$ cat config.mk
export PLATFORM = sky130hd
export DESIGN_NAME = tile_pair_ctrl_flat
export DESIGN_NICKNAME = d
export VERILOG_FILES = /design/src/rtl/tile_pair_ctrl_if.sv /design/src/rtl/tile_pair_ctrl.sv /design/src/flat_wrapper.sv
export SDC_FILE = /design/constraint.sdc
export NUM_CORES = 1
export LEC_CHECK = 0
export CAP_MARGIN = 20
export CELL_PAD_IN_SITES_DETAIL_PLACEMENT = 1
export CELL_PAD_IN_SITES_GLOBAL_PLACEMENT = 1
export CORE_ASPECT_RATIO = 0.8
export CORE_MARGIN = 4
export CORE_UTILIZATION = 46
export CTS_CLUSTER_SIZE = 25
export DETAILED_ROUTE_END_ITERATION = 8
export GPL_TIMING_DRIVEN = 1
export PLACE_DENSITY_LB_ADDON = 0.1
export REMOVE_ABC_BUFFERS = 1
export SLEW_MARGIN = 15
export SYNTH_ARGS = -nofsm -noshare
export SYNTH_HDL_FRONTEND = slang
export SYNTH_SLANG_ARGS = --single-unit
$ cat constraint.sdc
create_clock -name clk -period 6.65 [get_ports clk]
set_clock_uncertainty 0.1 [all_clocks]
set_input_delay 0.665 -clock clk [delete_from_list [all_inputs] [get_ports clk]]
set_output_delay 0.665 -clock clk [all_outputs]
set_load 0.01 [all_outputs]
$ cat src/rtl/tile_pair_ctrl_if.sv
// Handshake bundle between mouse/geometry decode, the pair controller and the per-tile draw muxes.
interface tile_pair_ctrl_if #(
  parameter int N_TILES = 6,
  parameter int ID_W    = 3
);
  localparam int PF_W = $clog2(N_TILES/2 + 1);

  logic                     mouse_left;
  logic [N_TILES-1:0]       tile_hit;
  logic [N_TILES*ID_W-1:0]  pair_id;
  logic                     new_game;
  logic [N_TILES-1:0]       tile_face;
  logic [N_TILES-1:0]       tile_locked;
  logic                     match_pulse;
  logic                     mismatch_pulse;
  logic [PF_W-1:0]          pairs_found;
  logic [7:0]               moves;
  logic                     busy;
  logic                     game_done;

  modport master (
    output mouse_left, tile_hit, pair_id, new_game,
    input  tile_face, tile_locked, match_pulse, mismatch_pulse,
           pairs_found, moves, busy, game_done
  );

  modport slave (
    input  mouse_left, tile_hit, pair_id, new_game,
    output tile_face, tile_locked, match_pulse, mismatch_pulse,
           pairs_found, moves, busy, game_done
  );
endinterface

$ cat src/rtl/tile_pair_ctrl.sv
// Memory-game controller: turns click edges on tile hit-boxes into face-up/locked tile state,
// compares the two picked tiles' pair IDs and re-hides a wrong pair after a hold time.
module tile_pair_ctrl #(
  parameter int N_TILES     = 6,
  parameter int ID_W        = 3,
  parameter int SHOW_CYCLES = 65_000_000
) (
  input  logic             clk,
  input  logic             rst,
  tile_pair_ctrl_if.slave  bus
);
  localparam int IDX_W = $clog2(N_TILES);
  localparam int PF_W  = $clog2(N_TILES/2 + 1);
  localparam int CNT_W = (SHOW_CYCLES > 1) ? $clog2(SHOW_CYCLES) : 1;
  localparam logic [CNT_W-1:0] CNT_LOAD  = CNT_W'(SHOW_CYCLES - 1);
  localparam logic [PF_W-1:0]  LAST_PAIR = PF_W'(N_TILES/2 - 1);

  typedef enum logic [2:0] {PICK1, PICK2, CMP, SHOW, DONE} state_t;

  state_t             state;
  logic               mouse_left_q;
  logic [N_TILES-1:0] face;
  logic [N_TILES-1:0] locked;
  logic [IDX_W-1:0]   first;
  logic [IDX_W-1:0]   second;
  logic [CNT_W-1:0]   cnt;
  logic [PF_W-1:0]    pairs;
  logic [7:0]         moves;
  logic               match_p;
  logic               mismatch_p;
  logic               busy;
  logic               done;

  logic               click;
  logic               valid_pick;
  logic [IDX_W-1:0]   hit_idx;
  logic               ids_equal;

  function automatic logic [ID_W-1:0] id_of(input logic [N_TILES*ID_W-1:0] ids,
                                            input logic [IDX_W-1:0] idx);
    return ids[int'(idx)*ID_W +: ID_W];
  endfunction

  always_comb begin
    hit_idx = '0;
    for (int i = 0; i < N_TILES; i++)
      if (bus.tile_hit[i]) hit_idx = IDX_W'(i);
  end

  // A pick needs a fresh press, exactly one tile under the cursor, and that tile still hidden.
  assign click      = bus.mouse_left & ~mouse_left_q;
  assign valid_pick = click && $onehot(bus.tile_hit) &&
                      ((bus.tile_hit & (face | locked)) == '0);
  assign ids_equal  = (id_of(bus.pair_id, first) == id_of(bus.pair_id, second));

  always_ff @(posedge clk or posedge rst) begin
    if (rst) begin
      state        <= PICK1;
      mouse_left_q <= 1'b0;
      face         <= '0;
      locked       <= '0;
      cnt          <= '0;
      pairs        <= '0;
      moves        <= '0;
      match_p      <= 1'b0;
      mismatch_p   <= 1'b0;
      busy         <= 1'b0;
      done         <= 1'b0;
    end else begin
      mouse_left_q <= bus.mouse_left;
      match_p      <= 1'b0;
      mismatch_p   <= 1'b0;
      if (bus.new_game) begin
        state  <= PICK1;
        face   <= '0;
        locked <= '0;
        cnt    <= '0;
        pairs  <= '0;
        moves  <= '0;
        busy   <= 1'b0;
        done   <= 1'b0;
      end else begin
        case (state)
          PICK1: if (valid_pick) begin
            face[hit_idx] <= 1'b1;
            state         <= PICK2;
          end
          PICK2: if (valid_pick) begin
            face[hit_idx] <= 1'b1;
            busy          <= 1'b1;
            state         <= CMP;
          end
          CMP: begin
            if (moves != 8'hFF) moves <= moves + 8'd1;
            if (ids_equal) begin
              locked[first]  <= 1'b1;
              locked[second] <= 1'b1;
              match_p        <= 1'b1;
              pairs          <= pairs + 1'b1;
              busy           <= 1'b0;
              if (pairs == LAST_PAIR) begin
                done  <= 1'b1;
                state <= DONE;
              end else begin
                state <= PICK1;
              end
            end else begin
              mismatch_p <= 1'b1;
              cnt        <= CNT_LOAD;
              state      <= SHOW;
            end
          end
          // The pair stays visible for SHOW_CYCLES edges counted from the compare.
          SHOW: begin
            if (cnt == '0) begin
              face[first]  <= 1'b0;
              face[second] <= 1'b0;
              busy         <= 1'b0;
              state        <= PICK1;
            end else begin
              cnt <= cnt - 1'b1;
            end
          end
          DONE:    face  <= '1;
          default: state <= PICK1;
        endcase
      end
    end
  end

  // Picked tile indices are plain data; they are only read after being written in this game.
  always_ff @(posedge clk) begin
    if (!bus.new_game && valid_pick) begin
      if (state == PICK1) first  <= hit_idx;
      if (state == PICK2) second <= hit_idx;
    end
  end

  assign bus.tile_face      = face;
  assign bus.tile_locked    = locked;
  assign bus.match_pulse    = match_p;
  assign bus.mismatch_pulse = mismatch_p;
  assign bus.pairs_found    = pairs;
  assign bus.moves          = moves;
  assign bus.busy           = busy;
  assign bus.game_done      = done;
endmodule

$ cat src/flat_wrapper.sv
// flat-port wrapper written by rule: the top's interface ports become plain ports
module tile_pair_ctrl_flat 
#(
  parameter int N_TILES     = 6,
  parameter int ID_W        = 3,
  parameter int SHOW_CYCLES = 65_000_000
)
  (clk, rst, bus_mouse_left, bus_tile_hit, bus_pair_id, bus_new_game, bus_tile_face, bus_tile_locked, bus_match_pulse, bus_mismatch_pulse, bus_pairs_found, bus_moves, bus_busy, bus_game_done);
  tile_pair_ctrl_if #(.N_TILES(N_TILES), .ID_W(ID_W)) bus_i ();
  input  logic clk;
  input  logic rst;
  input wire logic [$bits(bus_i.mouse_left)-1:0] bus_mouse_left;
  input wire logic [$bits(bus_i.tile_hit)-1:0] bus_tile_hit;
  input wire logic [$bits(bus_i.pair_id)-1:0] bus_pair_id;
  input wire logic [$bits(bus_i.new_game)-1:0] bus_new_game;
  output wire logic [$bits(bus_i.tile_face)-1:0] bus_tile_face;
  output wire logic [$bits(bus_i.tile_locked)-1:0] bus_tile_locked;
  output wire logic [$bits(bus_i.match_pulse)-1:0] bus_match_pulse;
  output wire logic [$bits(bus_i.mismatch_pulse)-1:0] bus_mismatch_pulse;
  output wire logic [$bits(bus_i.pairs_found)-1:0] bus_pairs_found;
  output wire logic [$bits(bus_i.moves)-1:0] bus_moves;
  output wire logic [$bits(bus_i.busy)-1:0] bus_busy;
  output wire logic [$bits(bus_i.game_done)-1:0] bus_game_done;
  assign bus_i.mouse_left = bus_mouse_left;
  assign bus_i.tile_hit = bus_tile_hit;
  assign bus_i.pair_id = bus_pair_id;
  assign bus_i.new_game = bus_new_game;
  assign bus_tile_face = bus_i.tile_face;
  assign bus_tile_locked = bus_i.tile_locked;
  assign bus_match_pulse = bus_i.match_pulse;
  assign bus_mismatch_pulse = bus_i.mismatch_pulse;
  assign bus_pairs_found = bus_i.pairs_found;
  assign bus_moves = bus_i.moves;
  assign bus_busy = bus_i.busy;
  assign bus_game_done = bus_i.game_done;
  tile_pair_ctrl #(.N_TILES(N_TILES), .ID_W(ID_W), .SHOW_CYCLES(SHOW_CYCLES)) u_core (.clk(clk), .rst(rst), .bus(bus_i));
endmodule
==> flow_metrics.py <==
metrics = {
    "power_and_ir_drop": {
        "max-vdd-ir-drop_mv": 0.1093,
        "power_frac_clock_pct": 39.7,
        "total_power_uw": 934.5,
        "powerDensity_nw_per_um2": 193.1,
        "p_seq_share_pct": 45.1,
        "comb_power_share_pct": 15.1,
        "swShare_pct": 28.24,
        "power.leakage_nw": 1.922,
        "p_int_uw": 670.6,
        "p_switching_uw": 263.9,
    },
    "cts": {
        "clock_latency_ns": 0.35,
        "clkSinkCount": 62,
        "holdBufCountCts": 0,
        "htree_num_levels": 3,
        "cts_setup_buffers": 0,
        "cts_resized": 0,
        "cts_buffer_depth": 2,
        "cts-root-buf": "clkbuf_8",
        "cts_tree": "yes",
        "cts_buffers": 9,
        "path_clk_slew_ns": 0.08,
    },
    "global_routing": {
        "gr-usage-met2_pct": 39.56,
        "grt_pass1_wl_um": 21250,
        "grt_busiest_layer": "met2",
        "use_met3_pct": 6.597,
        "grt_usage_pct": 25.33,
        "grt_max_degree": 57,
        "grt_pass1_vias": 4003,
        "met1_usage_pct": 35.37,
        "antenna_found_initial": 0,
        "grt_overflow": 0,
    },
    "layout": {
        "areaGrowthSynthToFinish_pct": 18.18,
        "final_common_cell": "dfrtp_1",
        "final_cell_mix": "56 x dfrtp_1, 52 x clkdlybuf4s50_1, 47 x nor2_1",
        "layout-drive-gt1-share_pct": 7.157,
        "antenna_cells": 0,
        "final_nets": 539,
    },
    "detailed_routing": {
        "viasPerCell": 6.260,
        "drt_iter0_drc": 273,
        "vias": 3850,
        "ant_nets": 0,
        "drc": 0,
        "dr.pass1.iters": 5,
        "wire_per_inst_um": 20.74,
        "routed_wl_um": 12760,
    },
    "logic_synthesis": {
        "ys_seq_area_share_pct": 38.63,
        "synth_edf_count": 6,
        "yosysUniqueCellTypes": 70,
        "ys_seq_elements": 62,
        "yosysWarnings": 0,
        "synth.avg_cell_area_um2": 8.939,
        "ys_async_sr_fraction_pct": 90.32,
        "synthesis.instances": 458,
        "ys.flop_type": "dfrtp_1",
        "mappedNetlistArea_um2": 4094,
    },
    "critical_path": {
        "endpoint": "u_core.second[0]",
        "end_kind": "register",
        "r2r_setup_slack_ns": 3.02,
        "crit_path_start_kind": "primary input",
        "timing.rr.end": "u_core.cnt[21]",
        "worstRegToRegCells": 6,
        "cp.required_ns": 6.54,
        "crit_type": "primary input to register",
        "crit_start": "bus_tile_hit[4]",
        "cp_max_fo": 7,
        "cp.arrival_ns": 3.70,
        "r2r-start": "u_core.state[1]",
    },
    "timing": {
        "worst_pin_slew_ns": 0.9407,
        "rsz0062_at_grt": "false",
        "hold_viol_final": 0,
        "finalCritPeriodShare_pct": 57.32,
        "relSlewSlack_pct": 37.29,
        "setup_slack_ns": 2.838,
        "setup-tns-final_ns": 0,
        "finalCriticalPeriod_ns": 3.812,
        "drv_slew": 0,
        "timing.hold.ws_ns": 0.4031,
        "timing.fmax_mhz": 262.3,
        "setup_viol": 0,
    },
    "die": {
        "fp.dieW_um": 113.5,
        "coreArea_um2": 8558,
        "io_pins": 54,
        "die_h_um": 92.38,
        "die-area_um2": 10480,
        "initial_core_util_pct": 47.84,
        "row_count": 30,
    },
    "placement": {
        "place_hpwl_um": 8841,
        "gp_congestion": 0.9121,
        "io_buffers": 53,
        "post-place-ws_ns": 2.483,
    },
    "run_status": {
        "status": "finished, final reports clean",
    },
    "worst_hold_path": {
        "min_path_type": "register to register",
    },
    "run": {
        "cap_violations": 0,
    },
}
critical path, stage by stage:
cell and delay [ns]:
clkdlybuf4s50_1 0.61, inv_1 0.11, ha_1 0.29, inv_1 0.05, fa_1 0.36, inv_1 0.07
ha_1 0.22, nor4b_1 0.29, nand4_1 0.20, nand4b_1 0.28, nor4_1 0.57
layout make-up:
class                           instances  area, um^2
Clock buffer                           10       127.6
Clock inverter                          6       86.33
Fill cell                            1035        3720
Inverter                               22       82.58
Multi-Input combinational cell        347        2272
Sequential cell                        62        1582
Tap cell                              112       140.1
Timing Repair Buffer                   56       548.0
cell usage after synthesis, drive strengths merged (7+ instances only):
| master | count | share of area, % |
|---|---|---|
| dfrtp | 56 | 34 |
| nor2 | 48 | 4.5 |
| o21ai | 33 | 4.3 |
| a21oi | 31 | 3.9 |
| nand2 | 30 | 2.8 |
| nor3 | 22 | 2.7 |
| inv | 21 | 1.9 |
| buf | 15 | 3.0 |
| clkbuf | 12 | 1.1 |
| a211oi | 11 | 2.0 |
| ha | 11 | 3.4 |
| nand4 | 11 | 1.7 |
| a31oi | 8 | 1.2 |
| nor4 | 8 | 1.9 |
| mux2i | 7 | 1.7 |
| nand3 | 7 | 0.86 |
| o21a | 7 | 1.3 |
| or3 | 7 | 1.1 |
| xor2 | 7 | 1.5 |
layer usage:
| layer | part of all wire, % | vias to the layer above |
|---|---|---|
| met1 | 48 | 1930 |
| li1 | - | 1783 |
| met5 | 0 | - |
| met2 | 46 | 126 |
| met3 | 5.7 | 11 |
| met4 | 0.95 | 0 |
sequential cells by signal, summed over array words and instances (netlist names):
register	cells
u_core.bus.mismatch_pulse	1
u_core.mouse_left_q	1
u_core.bus.game_done	1
u_core.first	3
u_core.bus.moves	8
u_core.bus.tile_face	6
u_core.state	3
u_core.cnt	26
u_core.bus.match_pulse	1
u_core.second	3
u_core.bus.tile_locked	6
u_core.bus.pairs_found	2
u_core.bus.busy	1
cell families after synthesis:
kind of cell               count (synthesis)  share of synthesized area [%]
adders and majority gates                 13                          4.340
muxes                                     12                          3.087
AOI/OAI and AO/OA                        137                          22.62
xor gates and xnor gates                  11                          2.353
DFF                                       62                          38.63
and+or+nand+nor                          174                          22.89
buffers and inverters                     49                          6.081
power by group through the flow:
stage	registers, mW	logic [mW]	clock network, mW
after floorplan	0.424	0.0799	0
after global placement	0.427	0.135	0
after detailed placement	0.428	0.140	0
after CTS	0.421	0.142	0.379
after global routing	0.424	0.157	0.399
final	0.422	0.142	0.371
how the worst min path moves through the flow:
stage | start | slack [ns] | endpoint | cells past startpoint
5_1_grt | u_core.bus.game_done | 0.45 | u_core.bus.game_done | 2
3_3_place_gp | u_core.bus.game_done | 0.39 | u_core.bus.game_done | 2
6_report | u_core.bus.game_done | 0.40 | u_core.bus.game_done | 2
3_5_place_dp | u_core.bus.game_done | 0.39 | u_core.bus.game_done | 2
2_1_floorplan | u_core.cnt[17] | 0.37 | u_core.cnt[17] | 2
4_1_cts | u_core.bus.game_done | 0.41 | u_core.bus.game_done | 2
per-stage QoR:
stage / instances / util, % / area, um^2
2_1_floorplan: 431 / - / 3928
3_3_place_gp: 599 / 54.04 / 4624
3_5_place_dp: 599 / 54.04 / 4624
4_1_cts: 615 / 56.54 / 4838
5_1_grt: 615 / 56.54 / 4838
6_report: 615 / 56.54 / 4838
No activity file was read; power rests on OpenSTA's default activity.
